--- src/rtl/hermes_pkg.sv ---
//------------------------------------------------------------------------------
// Module      : hermes_pkg
// Description : Shared Hermes NoC constants, NI transmitter state type and the
//               header flit builder.
// Revision    : 1.0 - initial release
//------------------------------------------------------------------------------
`default_nettype none

package hermes_pkg;

    localparam int FLIT_WIDTH = 16;
    localparam int ADDR_W     = 8;

    typedef enum logic [1:0] {
        IDLE    = 2'd0,
        HEADER  = 2'd1,
        SIZE    = 2'd2,
        PAYLOAD = 2'd3
    } ni_tx_state_t;

    // Header flit carries the XY router address in its low byte.
    function automatic logic [FLIT_WIDTH-1:0] hdr_flit(input logic [ADDR_W-1:0] target);
        return {{(FLIT_WIDTH-ADDR_W){1'b0}}, target};
    endfunction

endpackage

`default_nettype wire

--- src/rtl/hermes_ni_tx_if.sv ---
//------------------------------------------------------------------------------
// Module      : hermes_ni_tx_if
// Description : Command, payload and router-side signals of the NI transmitter.
// Revision    : 1.0 - initial release
//------------------------------------------------------------------------------
`default_nettype none

interface hermes_ni_tx_if #(
    parameter int SIZE_W = 16
);
    import hermes_pkg::*;

    logic                  cmd_valid;
    logic                  cmd_ready;
    logic [ADDR_W-1:0]     cmd_target;
    logic [SIZE_W-1:0]     cmd_size;
    logic                  in_valid;
    logic                  in_ready;
    logic [FLIT_WIDTH-1:0] in_data;
    logic                  tx_avail;
    logic [FLIT_WIDTH-1:0] tx_data;
    logic                  tx_credit;
    logic                  busy;
    logic                  pkt_done;

    // master = local core / router model, slave = the NI transmitter
    modport master (
        output cmd_valid, cmd_target, cmd_size, in_valid, in_data, tx_credit,
        input  cmd_ready, in_ready, tx_avail, tx_data, busy, pkt_done
    );

    modport slave (
        input  cmd_valid, cmd_target, cmd_size, in_valid, in_data, tx_credit,
        output cmd_ready, in_ready, tx_avail, tx_data, busy, pkt_done
    );

endinterface

`default_nettype wire

--- src/rtl/hermes_flit_fifo.sv ---
//------------------------------------------------------------------------------
// Module      : hermes_flit_fifo
// Description : Synchronous flit FIFO with registered pointers and head read
//               directly from storage.
// Revision    : 1.0 - initial release
//------------------------------------------------------------------------------
`default_nettype none

module hermes_flit_fifo #(
    parameter int DEPTH = 16,
    parameter int WIDTH = 16
) (
    input  wire logic             clk,
    input  wire logic             rst,
    input  wire logic             i_push,
    input  wire logic [WIDTH-1:0] i_data,
    input  wire logic             i_pop,
    output logic                  o_full,
    output logic                  o_empty,
    output logic      [WIDTH-1:0] o_head
);

    localparam int                 c_PTR_W   = $clog2(DEPTH);
    localparam logic [c_PTR_W:0]   c_FULL    = (c_PTR_W+1)'(DEPTH);
    localparam logic [c_PTR_W:0]   c_CNT_ONE = (c_PTR_W+1)'(1);
    localparam logic [c_PTR_W-1:0] c_PTR_ONE = c_PTR_W'(1);

    logic [WIDTH-1:0]   r_mem [DEPTH];
    logic [c_PTR_W-1:0] r_wr_ptr;
    logic [c_PTR_W-1:0] r_rd_ptr;
    logic [c_PTR_W:0]   r_count;
    logic               w_do_push;
    logic               w_do_pop;

    assign o_full    = (r_count == c_FULL);
    assign o_empty   = (r_count == '0);
    assign o_head    = r_mem[r_rd_ptr];
    assign w_do_push = i_push && !o_full;
    assign w_do_pop  = i_pop && !o_empty;

    // Pointers wrap naturally because DEPTH is a power of two.
    always_ff @(posedge clk) begin
        if (rst) begin
            r_wr_ptr <= '0;
            r_rd_ptr <= '0;
            r_count  <= '0;
        end else begin
            if (w_do_push) r_wr_ptr <= r_wr_ptr + c_PTR_ONE;
            if (w_do_pop)  r_rd_ptr <= r_rd_ptr + c_PTR_ONE;
            case ({w_do_push, w_do_pop})
                2'b10:   r_count <= r_count + c_CNT_ONE;
                2'b01:   r_count <= r_count - c_CNT_ONE;
                default: r_count <= r_count;
            endcase
        end
    end

    always_ff @(posedge clk) begin
        if (w_do_push) r_mem[r_wr_ptr] <= i_data;
    end

endmodule

`default_nettype wire

--- src/rtl/hermes_ni_tx.sv ---
//------------------------------------------------------------------------------
// Module      : hermes_ni_tx
// Description : Hermes local-port NI transmitter; serialises header, size and
//               buffered payload flits under credit-based flow control.
// Revision    : 1.0 - initial release
//------------------------------------------------------------------------------
`default_nettype none

module hermes_ni_tx
    import hermes_pkg::*;
#(
    parameter int DEPTH  = 16,
    parameter int SIZE_W = 16
) (
    input  wire logic     clock,
    input  wire logic     reset,
    hermes_ni_tx_if.slave bus
);

    localparam logic [SIZE_W-1:0] c_SIZE_ONE = SIZE_W'(1);

    ni_tx_state_t          r_state;
    logic [ADDR_W-1:0]     r_target;
    logic [SIZE_W-1:0]     r_size;
    logic [SIZE_W-1:0]     r_remaining;
    logic                  r_pkt_done;
    logic                  r_cmd_ready;
    logic                  r_live;

    logic                  w_fifo_full;
    logic                  w_fifo_empty;
    logic [FLIT_WIDTH-1:0] w_fifo_head;
    logic                  w_in_ready;
    logic                  w_push;
    logic                  w_pop;
    logic                  w_xfer;
    logic                  w_tx_avail;
    logic [FLIT_WIDTH-1:0] w_tx_data;

    // r_live keeps in_ready low while reset is held.
    assign w_in_ready = r_live && !w_fifo_full;
    assign w_push     = bus.in_valid && w_in_ready;
    assign w_xfer     = w_tx_avail && bus.tx_credit;
    assign w_pop      = w_xfer && (r_state == PAYLOAD);

    hermes_flit_fifo #(
        .DEPTH (DEPTH),
        .WIDTH (FLIT_WIDTH)
    ) u_fifo (
        .clk     (clock),
        .rst     (reset),
        .i_push  (w_push),
        .i_data  (bus.in_data),
        .i_pop   (w_pop),
        .o_full  (w_fifo_full),
        .o_empty (w_fifo_empty),
        .o_head  (w_fifo_head)
    );

    // Output flit is a function of registered state only, never of tx_credit.
    always_comb begin
        w_tx_avail = 1'b0;
        w_tx_data  = '0;
        case (r_state)
            HEADER: begin
                w_tx_avail = 1'b1;
                w_tx_data  = hdr_flit(r_target);
            end
            SIZE: begin
                w_tx_avail = 1'b1;
                w_tx_data  = FLIT_WIDTH'(r_size);
            end
            PAYLOAD: begin
                w_tx_avail = !w_fifo_empty;
                w_tx_data  = w_fifo_head;
            end
            default: begin
                w_tx_avail = 1'b0;
                w_tx_data  = '0;
            end
        endcase
    end

    always_ff @(posedge clock) begin
        if (reset) begin
            r_state     <= IDLE;
            r_target    <= '0;
            r_size      <= '0;
            r_remaining <= '0;
            r_pkt_done  <= 1'b0;
            r_cmd_ready <= 1'b0;
            r_live      <= 1'b0;
        end else begin
            r_live     <= 1'b1;
            r_pkt_done <= 1'b0;
            case (r_state)
                IDLE: begin
                    r_cmd_ready <= 1'b1;
                    if (bus.cmd_valid && r_cmd_ready) begin
                        r_target    <= bus.cmd_target;
                        r_size      <= bus.cmd_size;
                        r_cmd_ready <= 1'b0;
                        r_state     <= HEADER;
                    end
                end
                HEADER: begin
                    if (w_xfer) r_state <= SIZE;
                end
                SIZE: begin
                    if (w_xfer) begin
                        if (r_size == '0) begin
                            r_state     <= IDLE;
                            r_pkt_done  <= 1'b1;
                            r_cmd_ready <= 1'b1;
                        end else begin
                            r_remaining <= r_size;
                            r_state     <= PAYLOAD;
                        end
                    end
                end
                PAYLOAD: begin
                    if (w_xfer) begin
                        r_remaining <= r_remaining - c_SIZE_ONE;
                        if (r_remaining == c_SIZE_ONE) begin
                            r_state     <= IDLE;
                            r_pkt_done  <= 1'b1;
                            r_cmd_ready <= 1'b1;
                        end
                    end
                end
                default: r_state <= IDLE;
            endcase
        end
    end

    assign bus.cmd_ready = r_cmd_ready;
    assign bus.in_ready  = w_in_ready;
    assign bus.tx_avail  = w_tx_avail;
    assign bus.tx_data   = w_tx_data;
    assign bus.busy      = (r_state != IDLE);
    assign bus.pkt_done  = r_pkt_done;

endmodule

`default_nettype wire

--- src/flat_wrapper.sv ---
// flat-port wrapper written by rule: the top's interface ports become plain ports
module hermes_ni_tx_flat import hermes_pkg::*;
#(
    parameter int DEPTH  = 16,
    parameter int SIZE_W = 16
)
  (clock, reset, bus_cmd_valid, bus_cmd_target, bus_cmd_size, bus_in_valid, bus_in_data, bus_tx_credit, bus_cmd_ready, bus_in_ready, bus_tx_avail, bus_tx_data, bus_busy, bus_pkt_done);
  hermes_ni_tx_if #(.SIZE_W(SIZE_W)) bus_i ();
  input  wire logic clock;
  input  wire logic reset;
  input wire logic [$bits(bus_i.cmd_valid)-1:0] bus_cmd_valid;
  input wire logic [$bits(bus_i.cmd_target)-1:0] bus_cmd_target;
  input wire logic [$bits(bus_i.cmd_size)-1:0] bus_cmd_size;
  input wire logic [$bits(bus_i.in_valid)-1:0] bus_in_valid;
  input wire logic [$bits(bus_i.in_data)-1:0] bus_in_data;
  input wire logic [$bits(bus_i.tx_credit)-1:0] bus_tx_credit;
  output wire logic [$bits(bus_i.cmd_ready)-1:0] bus_cmd_ready;
  output wire logic [$bits(bus_i.in_ready)-1:0] bus_in_ready;
  output wire logic [$bits(bus_i.tx_avail)-1:0] bus_tx_avail;
  output wire logic [$bits(bus_i.tx_data)-1:0] bus_tx_data;
  output wire logic [$bits(bus_i.busy)-1:0] bus_busy;
  output wire logic [$bits(bus_i.pkt_done)-1:0] bus_pkt_done;
  assign bus_i.cmd_valid = bus_cmd_valid;
  assign bus_i.cmd_target = bus_cmd_target;
  assign bus_i.cmd_size = bus_cmd_size;
  assign bus_i.in_valid = bus_in_valid;
  assign bus_i.in_data = bus_in_data;
  assign bus_i.tx_credit = bus_tx_credit;
  assign bus_cmd_ready = bus_i.cmd_ready;
  assign bus_in_ready = bus_i.in_ready;
  assign bus_tx_avail = bus_i.tx_avail;
  assign bus_tx_data = bus_i.tx_data;
  assign bus_busy = bus_i.busy;
  assign bus_pkt_done = bus_i.pkt_done;
  hermes_ni_tx #(.DEPTH(DEPTH), .SIZE_W(SIZE_W)) u_core (.clock(clock), .reset(reset), .bus(bus_i));
endmodule
--- config.mk ---
export PLATFORM = sky130hd
export DESIGN_NAME = hermes_ni_tx_flat
export DESIGN_NICKNAME = d
export VERILOG_FILES = /design/src/rtl/hermes_pkg.sv /design/src/rtl/hermes_ni_tx_if.sv /design/src/rtl/hermes_flit_fifo.sv /design/src/rtl/hermes_ni_tx.sv /design/src/flat_wrapper.sv
export SDC_FILE = /design/constraint.sdc
export NUM_CORES = 1
export LEC_CHECK = 0
export CAP_MARGIN = 10
export CORE_ASPECT_RATIO = 1.1
export CORE_MARGIN = 3
export CORE_UTILIZATION = 64
export CTS_CLUSTER_SIZE = 12
export DETAILED_ROUTE_END_ITERATION = 8
export GPL_ROUTABILITY_DRIVEN = 1
export PLACE_DENSITY_LB_ADDON = 0.25
export SLEW_MARGIN = 30
export SYNTH_ARGS = -nofsm -noshare
export SYNTH_HDL_FRONTEND = slang
export SYNTH_SLANG_ARGS = --single-unit
--- constraint.sdc ---
create_clock -name clock -period 4.95 [get_ports clock]
set_input_delay 1.2375 -clock clock [delete_from_list [all_inputs] [get_ports clock]]
set_output_delay 1.2375 -clock clock [all_outputs]
set_load 0.1 [all_outputs]
After elaboration in Yosys (flattened, before gate mapping)
Memories as Yosys holds them, arrays and structs flattened. A register that Yosys moved wholly into a read port is not among the register bits.
Cells that the tools add are included.
Widths: inputs -> output; s select.
{ "totals": {"memories": 1, "elab_cells": 81, "ram_bits": 256, "out_inout_bits": 21, "ff_bits": 58} }
{ "classes": {"mux": 30, "n_reduce_logical": 21, "n_eq_ne": 14, "n_addsub": 5} }
{ "mem_list": {"columns": ["memory", "depth", "word_bits", "read_ports", "rd_clocked_by_memory_dff", "wr", "line_no", "text"], "rows": [
  ["u_core.u_fifo.r_mem", 16, 16, 1, 1, 1, "hermes_flit_fifo.sv:28", "logic [WIDTH-1:0] r_mem [DEPTH];"]
]} }
{ "op_table": {"columns": ["cell", "n"], "rows": [
  ["$mux 16", 3],
  ["$pmux 16 s3", 1],
  ["$pmux 16 s2", 1],
  ["$eq 16x1->1 const B", 1],
  ["$logic_not 16->1", 1],
  ["$sub 16x1->16 const B", 1],
  ["$mux 1", 12],
  ["$mux 2", 6],
  ["$ne 2x1->1 const B", 5],
  ["$pmux 5 s2", 1],
  ["$reduce_and 5->1", 2],
  ["$add 4x1->4 const B", 2],
  ["$mux 4", 2],
  ["$pmux 2 s4", 1],
  ["$logic_and 1x1->1", 7],
  ["$eq 2x2->1 const B", 3],
  ["$reduce_bool 2->1", 3],
  ["$add 5x1->5 const B", 1],
  ["$eq 5x5->1 const B", 1],
  ["$logic_not 5->1", 1],
  ["$sub 5x1->5 const B", 1],
  ["$eq 2x1->1 const B", 2],
  ["$ne 2x2->1 const B", 2],
  ["$pmux 1 s2", 2],
  ["other kinds (7)", 8]
]} }

Logic depth before layout (Yosys ltp)
Gate-level depths: netlist of the first run.
{ "depth": {"ltp_word": 8, "ltp_mapped": 14} }

Hierarchy
From an unflattened synthesis of the first run, not the netlist that was laid out.
{ "unflattened": {"hier_cells": 854, "area_unflattened_um2": 13071.3} }
{ "modules_own_cells": {"columns": ["module", "seq_area_each_um2", "area_per_inst_um2", "n_inst", "cells_per_inst"], "rows": [
  ["hermes_flit_fifo", 8027.7, 10597.7, 1, 519],
  ["hermes_ni_tx", 900.9, 2473.6, 1, 335]
]} }

Least setup slack after synthesis of the first run
Ideal clock, no wire load.
{ "synth_path": {"path_type": "flip-flop to output port", "start": "reg u_core.r_state[0]", "end": "out bus_tx_avail", "required_ns": 3.713, "arrival_ns": 3.117, "path_stages_with_launch": 7, "path_slack_ns": 0.596, "path_cell_list": "dfxtp_1 > ha_1 > clkbuf_1 > buf_1 > clkbuf_1 > o21ai_0 > a21oi_1"} }
{ "synth_between": {"elab_chain_len": 3, "word_cells_on_any_way": 5, "classes_between": "eq/ne (3); mux (1); reduce/logical (1)"} }
{ "synth_rtl": {"columns": ["item", "line_no", "text"], "rows": [
  ["from (decl)", "hermes_ni_tx.sv:22", "ni_tx_state_t r_state;"],
  ["from (signal assigned)", "hermes_ni_tx.sv:86", "r_state <= IDLE;"],
  ["from (signal assigned)", "hermes_ni_tx.sv:103", "r_state <= HEADER;"],
  ["from (signal assigned)", "hermes_ni_tx.sv:107", "if (w_xfer) r_state <= SIZE;"],
  ["$eq 2x1->1 or $eq 2x2->1 (tied branches)", "hermes_ni_tx.sv:64", "case (r_state)"],
  ["$reduce_or 2->1 (no source line)", null, null],
  ["$pmux 1 s2 *", "hermes_ni_tx.sv:64", null],
  ["to (decl)", "flat_wrapper.sv:19", "output wire logic [$bits(bus_i.tx_avail)-1:0] bus_tx_avail;"]
]} }
Mark *: on every way between the ends. The rest lies on a longest branch, timed or not.

==> qor.csv, run 1 <==
stage,metric,value,unit
worst_setup_path,crit-path max cell delay,530,ps
floorplan,die area,22330,um2
timing,fin crit period,4500,ps
yosys,Post-synth top flop,edfxtp_1,
worst_setup_path,Buf/Inv on CP,3,
timing,Slew HR,0.3520,
route,Residual DRC,0,
cts,clock-pin slew on the worst setup and hold paths,60,ps
worst_hold_path,hold endpoint,u_core.r_target[0],
timing,Final Max Tran Viols,0,
cts,hold_buf cts,0,
worst_setup_path,CP Data Arrival Time,3260,ps
worst_setup_path,Critical Path RT,3710,ps
timing,RSZ-0062 raised after global routing,no,
power,NetSw,1.340,mW
worst_setup_path,CP Capture Type,output port,
cts,Root Driver,clkbuf_16,
worst_setup_path,worst reg2reg startpoint,u_core.r_state[1],
route,via count,7764,
floorplan,Die W,142.7,um
timing,WHS,468.7,ps
place,Place WS,975.9,ps
timing,fin crit share,0.9090,
power,total power,5.609,mW
global_routing,Total Routing Usage GR,0.2775,
yosys,warnings from Yosys,0,
route,antenna-violating nets left,0,
floorplan,starting density of the core,0.6582,
place,Final HPWL DP,17550,um
worst_setup_path,worst path cell trace,buf_4 -> buf_4 -> mux4_2 -> mux4_2 -> a22oi_1 -> nor2_1 -> buf_4,
global_routing,GR Overflow Total,0,
place,port bufs,65,
cts,Sink Count,318,
global_routing,initial antenna violation count,0,
yosys,syn avg cell area,16.01,um2
worst_setup_path,CP Class,register to output port,
worst_setup_path,FF-to-FF path depth,11,
power,sequential share of power,0.532,
route,drt pass-1 iters,5,
yosys,Synth async-reset ratio,0,
floorplan,core footprint,20000,um2
timing,measured slew at the worst slew-check pin,969.0,ps
worst_hold_path,hold depth,2,
power,Sw Ratio,0.2389,
timing,clk_skew,17.03,ps
yosys,Synth cell types,64,
floorplan,I/O Pins,66,
worst_setup_path,slowest cell on the critical path,buf_4,
cts,clk buf depth,3,
power,combinational group share of total power,0.093,
layout,Post-Layout Cell Count,1161,
layout,layout cells sized above 1,0.1980,
cts,number of CTS-inserted buffers,31,
power,Leak Pwr,4.802,nW
yosys,count of flip-flops with a built-in enable after synthesis,256,
layout,"commonest non-fill, non-tap cell in the layout",edfxtp_1,
yosys,syn nets,882,
layout,Nets,953,
layout,# fillers,1196,
timing,count of final hold-check violations,0,
cts,worst skew pair latency,570,ps
route,Routed WL,30520,um
worst_hold_path,HP Start,u_core.r_target[0],
worst_setup_path,Most common cell on crit path,buf_4,
timing,fmax,222.2,MHz
cts,PostCTS Resize Cnt,0,
route,Avg Vias per Cell,6.687,
cts,H-tree depth,1,
layout,most frequent cells in the layout,"256 x edfxtp_1, 82 x nand2_1, 80 x mux4_2, 60 x dfxtp_1, 58 x nor2_1",
worst_setup_path,R2R Path End,u_core.u_fifo.r_count[2],
cts,CTS tree,done,
worst_setup_path,register-to-register setup slack,1520,ps
status,outcome,"finished, final reports clean",
route,DRT iter0 DRCs,891,
layout,Layout area overhead,13.56,%
worst_setup_path,"delay-heaviest family, CP",buffers and inverters,
cts,postcts setup bufs,0,
timing,Setup TNS Final,0,ps
worst_setup_path,Worst Path Max Fanout,45,
floorplan,Die Y,156.4,um
global_routing,largest net degree at the start of global routing,63,
yosys,"Seq/Total Area, Yosys",0.6783,
power,Max VDD drop,0.0003469,V
global_routing,number of global-route vias before repair,7879,
power,Clk network pwr share,0.375,
timing,# setup viols final,0,
power,pwr dens,375.2,nW/um2
layout,n_diodes,0,
route,Routed WL per cell,26.29,um
place,dpl cells,1112,
worst_setup_path,CP startpoint kind,register,
timing,setup ws final,450.4,ps
yosys,post-synthesis cell area,13160,um2
flow_run,max-cap violations,0,
yosys,Seq cells post-synth,318,
power,Internal,4.269,mW
place,GP Congestion,0.9198,
floorplan,FP Rows,54,
global_routing,first-pass GRT wire length,46300,um
yosys,cell count after synthesis,822,
worst_hold_path,Hold Path Class,register to register,
[flip-flops by register name, indices dropped and copies added (netlist names), named ones only]
name,flops
u_core.bus.cmd_ready,1
u_core.bus.pkt_done,1
u_core.r_live,1
u_core.r_remaining,16
u_core.r_size,16
u_core.r_state,2
u_core.r_target,8
u_core.u_fifo.r_count,5
u_core.u_fifo.r_mem,256
u_core.u_fifo.r_rd_ptr,4
u_core.u_fifo.r_wr_ptr,4
[kinds of logic (layout without fill, tap and decap cells)]
logic type	after synthesis	in the layout	synth area share
buffers and inverters	68	155	0.02443
AOI/OAI and AO/OA	122	122	0.06311
adders and majority gates	15	15	0.01426
muxes	84	84	0.1400
xor gates and xnor gates	13	13	0.008649
and+or+nand+nor	202	202	0.07129
DFF	318	318	0.6783
[tightest hold or removal path: cells and delay by family, from the launching register on]
kind | cells | cell delay (ps)
flip-flops | 1 | 310
AO/OA/AOI/OAI | 1 | 60
AND/OR/NAND/NOR | 1 | 50
[synth_stat cells, drive strengths merged (2+ instances only)]
cell type	count	area [um2]
edfxtp	256	7687
nand2	82	307.8
mux4	80	1802
dfxtp	62	1241
a21oi	58	297.8
nor2	58	217.7
clkbuf	33	123.9
buf	20	138.9
ha	15	187.7
inv	14	55.05
nor3	12	60.06
nor4	12	96.34
o21ai	12	60.06
a222oi	8	80.08
a22oi	8	60.06
nand3	7	35.03
xor2	7	61.31
a211o	6	52.55
o32ai	6	52.55
xnor2	6	52.55
nor2b	4	25.02
o211ai	4	43.79
or3	4	25.02
or4	4	37.53
a211oi	3	22.52
mux2i	3	30.03
nand2b	3	18.77
nand3b	3	22.52
nand4	3	18.77
or2	3	18.77
and3	2	12.51
nor3b	2	15.01
o21a	2	15.01
o31ai	2	15.01
[power groups by stage]
| stage | clock [mW] | combinational (mW) | sequential (mW) |
|---|---|---|---|
| 6_report | 2.10 | 0.524 | 2.98 |
| 5_1_grt | 2.24 | 0.561 | 2.99 |
| 4_1_cts | 2.14 | 0.514 | 2.98 |
| 3_5_place_dp | 0 | 0.511 | 3.04 |
| 3_3_place_gp | 0 | 0.494 | 3.03 |
| 2_1_floorplan | 0 | 0.332 | 3.04 |
[metrics by stage]
stage	area, um2	util
2_1_floorplan	13160	-
3_3_place_gp	14060	0.7033
3_5_place_dp	14060	0.7033
4_1_cts	14950	0.7474
5_1_grt	14950	0.7475
6_report	14950	0.7475
[layout make-up]
cell class / count / area, um2 / area share
clock buffers: 43 / 842.1 / 0.05633
multi-input cells: 436 / 3936 / 0.2633
repair buffers: 91 / 823.3 / 0.05507
clock inverters: 6 / 40.04 / 0.002678
inverters: 15 / 58.81 / 0.003934
flip-flops and latches: 318 / 8934 / 0.5976
well taps: 252 / 315.3 / 0.02109
[worst max path at each step]
stage / start / end / slack, ps / depth (start not counted)
finish: register / bus_tx_data[10] / 450 / 7
CTS: register / bus_tx_data[10] / 440 / 7
floorplan: u_core.r_state[0] / bus_tx_avail / 600 / 6
detailed placement: bus_in_valid / u_core.u_fifo.r_count[2] / 980 / 10
global route: register / bus_tx_data[10] / 330 / 7
global placement: register / bus_tx_data[10] / 1150 / 7
[routing by layer]
| layer | routed length [um] | GRT usage | part of all wire |
|---|---|---|---|
| met5 | 0 | 0 | 0 |
| met4 | 754 | 0.09054 | 0.025 |
| met1 | 11490 | 0.3829 | 0.38 |
| met2 | 15460 | 0.4606 | 0.51 |
| met3 | 2810 | 0.04615 | 0.092 |
No activity file was read; power rests on OpenSTA's default activity.
==> run 2: changes to the inputs <==
--- a/config.mk
+++ b/config.mk
@@ -8,7 +8,7 @@
 export CAP_MARGIN = 10
 export CORE_ASPECT_RATIO = 1.1
 export CORE_MARGIN = 3
-export CORE_UTILIZATION = 64
+export CORE_UTILIZATION = 60
 export CTS_CLUSTER_SIZE = 12
 export DETAILED_ROUTE_END_ITERATION = 8
 export GPL_ROUTABILITY_DRIVEN = 1
==> constraint.sdc (replaced) <==
create_clock -name clock -period 4.7 [get_ports clock]
set_input_delay 1.175 -clock clock [delete_from_list [all_inputs] [get_ports clock]]
set_output_delay 1.175 -clock clock [all_outputs]
set_load 0.1 [all_outputs]
==> run 2 against run 1 <==
Net effect:
- global-route usage is 1.3 points lower
- largest cell class unchanged
- sequential power is 5% higher
- sequential share of layout area is 0.76 points lower
- die area is 6.4% higher
- non-clock buffer count is 2 lower
- highest routed layer is now met5
==> qor.csv, run 2 (synthesis gave the netlist of run 1 again) <==
stage,metric,value,unit
status,outcome,"finished, final reports clean",
floorplan,core footprint,21440,um2
global_routing,GR Overflow Total,0,
cts,H-tree depth,2,
layout,final core occ,0.7062,
timing,RSZ-0062 raised after global routing,no,
timing,Slew HR,0.3461,
timing,# setup viols final,0,
global_routing,largest net degree at the start of global routing,63,
place,port bufs,65,
flow_run,max-cap violations,0,
global_routing,Total Routing Usage GR,0.2649,
worst_setup_path,CP Data Arrival Time,3170,ps
route,antenna-violating nets left,0,
layout,Nets,954,
cts,PostCTS Resize Cnt,0,
power,pwr dens,409.2,nW/um2
worst_setup_path,R2R Path End,u_core.u_fifo.r_count[2],
worst_setup_path,register-to-register setup slack,1560,ps
floorplan,starting density of the core,0.6140,
worst_setup_path,CP Capture Type,output port,
worst_setup_path,Most common cell on crit path,mux4_2,
place,dpl cells,1148,
power,Sw Ratio,0.2371,
power,combinational group share of total power,0.090,
route,Avg Vias per Cell,6.470,
layout,Largest register FFs,256,
cts,worst skew pair latency,510,ps
power,NetSw,1.469,mW
layout,Post-Layout Cell Count,1201,
cts,hold_buf cts,0,
timing,clk_skew,10.15,ps
cts,Sink Count,318,
place,GP Congestion,0.8658,
timing,fin crit share,0.9246,
worst_setup_path,worst reg2reg startpoint,u_core.r_state[0],
layout,"commonest non-fill, non-tap cell in the layout",edfxtp_1,
cts,Root Driver,clkbuf_16,
layout,most frequent cells in the layout,"256 x edfxtp_1, 82 x nand2_1, 80 x mux4_2, 60 x dfxtp_1, 58 x nor2_1",
power,Clk network pwr share,0.403,
cts,clock-pin slew on the worst setup and hold paths,60,ps
timing,count of final hold-check violations,0,
route,DRT iter0 DRCs,704,
layout,biggest regs,"u_core.u_fifo.r_mem (256), u_core.r_remaining (16), u_core.r_size (16)",
power,Internal,4.727,mW
cts,postcts setup bufs,0,
timing,fin crit period,4346,ps
timing,measured slew at the worst slew-check pin,977.8,ps
worst_hold_path,Hold Path Class,register to register,
timing,Final Max Tran Viols,0,
layout,layout cells sized above 1,0.2053,
route,drt pass-1 iters,7,
route,Routed WL per cell,25.76,um
worst_setup_path,crit-path max cell delay,590,ps
place,Final HPWL DP,17320,um
global_routing,number of global-route vias before repair,7807,
worst_setup_path,FF-to-FF path depth,11,
worst_setup_path,CP endpoint,bus_tx_data[7],
worst_setup_path,worst path cell trace,buf_12 -> mux4_2 -> mux4_2 -> a222oi_1 -> nor2_1 -> buf_4,
cts,number of CTS-inserted buffers,34,
worst_setup_path,CP startpoint kind,register,
floorplan,I/O Pins,66,
power,Leak Pwr,4.865,nW
floorplan,die area,23750,um2
timing,fmax,230.1,MHz
floorplan,Die Y,161.4,um
route,Routed WL,30940,um
worst_setup_path,Worst Path Max Fanout,23,
global_routing,first-pass GRT wire length,47400,um
cts,clk buf depth,3,
global_routing,initial antenna violation count,1,
route,Residual DRC,0,
layout,n_diodes,0,
timing,Setup TNS Final,0,ps
worst_setup_path,slowest cell on the critical path,dfxtp_4,
floorplan,Die W,147.2,um
floorplan,FP Rows,56,
layout,Top reg by flops,u_core.u_fifo.r_mem,
worst_setup_path,Critical Path RT,3520,ps
worst_setup_path,CP Class,register to output port,
route,via count,7771,
power,Max VDD drop,0.0004077,V
layout,# fillers,1376,
power,sequential share of power,0.507,
cts,CTS tree,done,
layout,Layout area overhead,15.03,%
[run 2: metrics by stage]
step | hold WS (ps) | setup WS, ps | cell area [um2] | power [mW]
finish | 463.6 | 354.4 | 15140 | 6.196
global route | 489.5 | 179.5 | 15140 | 6.378
CTS | 461.4 | 286.1 | 15130 | 6.219
detailed placement | 451.9 | 850.9 | 14110 | 3.741
global placement | 444.0 | 906.1 | 14110 | 3.718
floorplan | 435.7 | 408.3 | 13160 | 3.554
[run 2: routing by layer]
layer	global-route usage	up-vias	part of all wire
li1	-	3370	-
met2	0.4470	398	0.51
met4	0.07839	2	0.026
met5	0	-	0.00042
met3	0.05499	71	0.085
met1	0.3549	3930	0.38
[run 2: how the worst min path moves through the flow]
stage	startpoint	to	slack, ps	cells after the start
global placement	u_core.r_target[6]	u_core.r_target[6]	440	2
global route	u_core.r_target[6]	u_core.r_target[6]	490	2
CTS	u_core.r_target[0]	u_core.r_target[0]	460	2
detailed placement	u_core.r_target[0]	u_core.r_target[0]	450	2
floorplan	u_core.r_target[0]	u_core.r_target[0]	440	2
finish	u_core.r_target[6]	u_core.r_target[6]	460	2
[run 2: final cells by class]
cell class              instances  area, um2  area share
well taps                     290      362.8     0.02396
clock buffers                  41      898.4     0.05933
clock inverters                12      126.4    0.008346
flip-flops and latches        318       8934      0.5900
repair buffers                 89      818.3     0.05404
inverters                      15      58.81    0.003884
multi-input cells             436       3944      0.2605
[run 2: power by group through the flow]
stage	clock network [mW]	registers, mW	logic (mW)
2_1_floorplan	0	3.20	0.349
3_3_place_gp	0	3.19	0.523
3_5_place_dp	0	3.20	0.543
4_1_cts	2.53	3.14	0.549
5_1_grt	2.63	3.15	0.601
6_report	2.50	3.14	0.556
[run 2: critical path: cells and delay by family, from the launching register on]
family | cells | cell delay [ps]
buffers and inverters | 2 | 520
AO/OA/AOI/OAI | 1 | 340
flip-flops | 1 | 590
AND/OR/NAND/NOR | 1 | 90
multiplexers | 2 | 1090
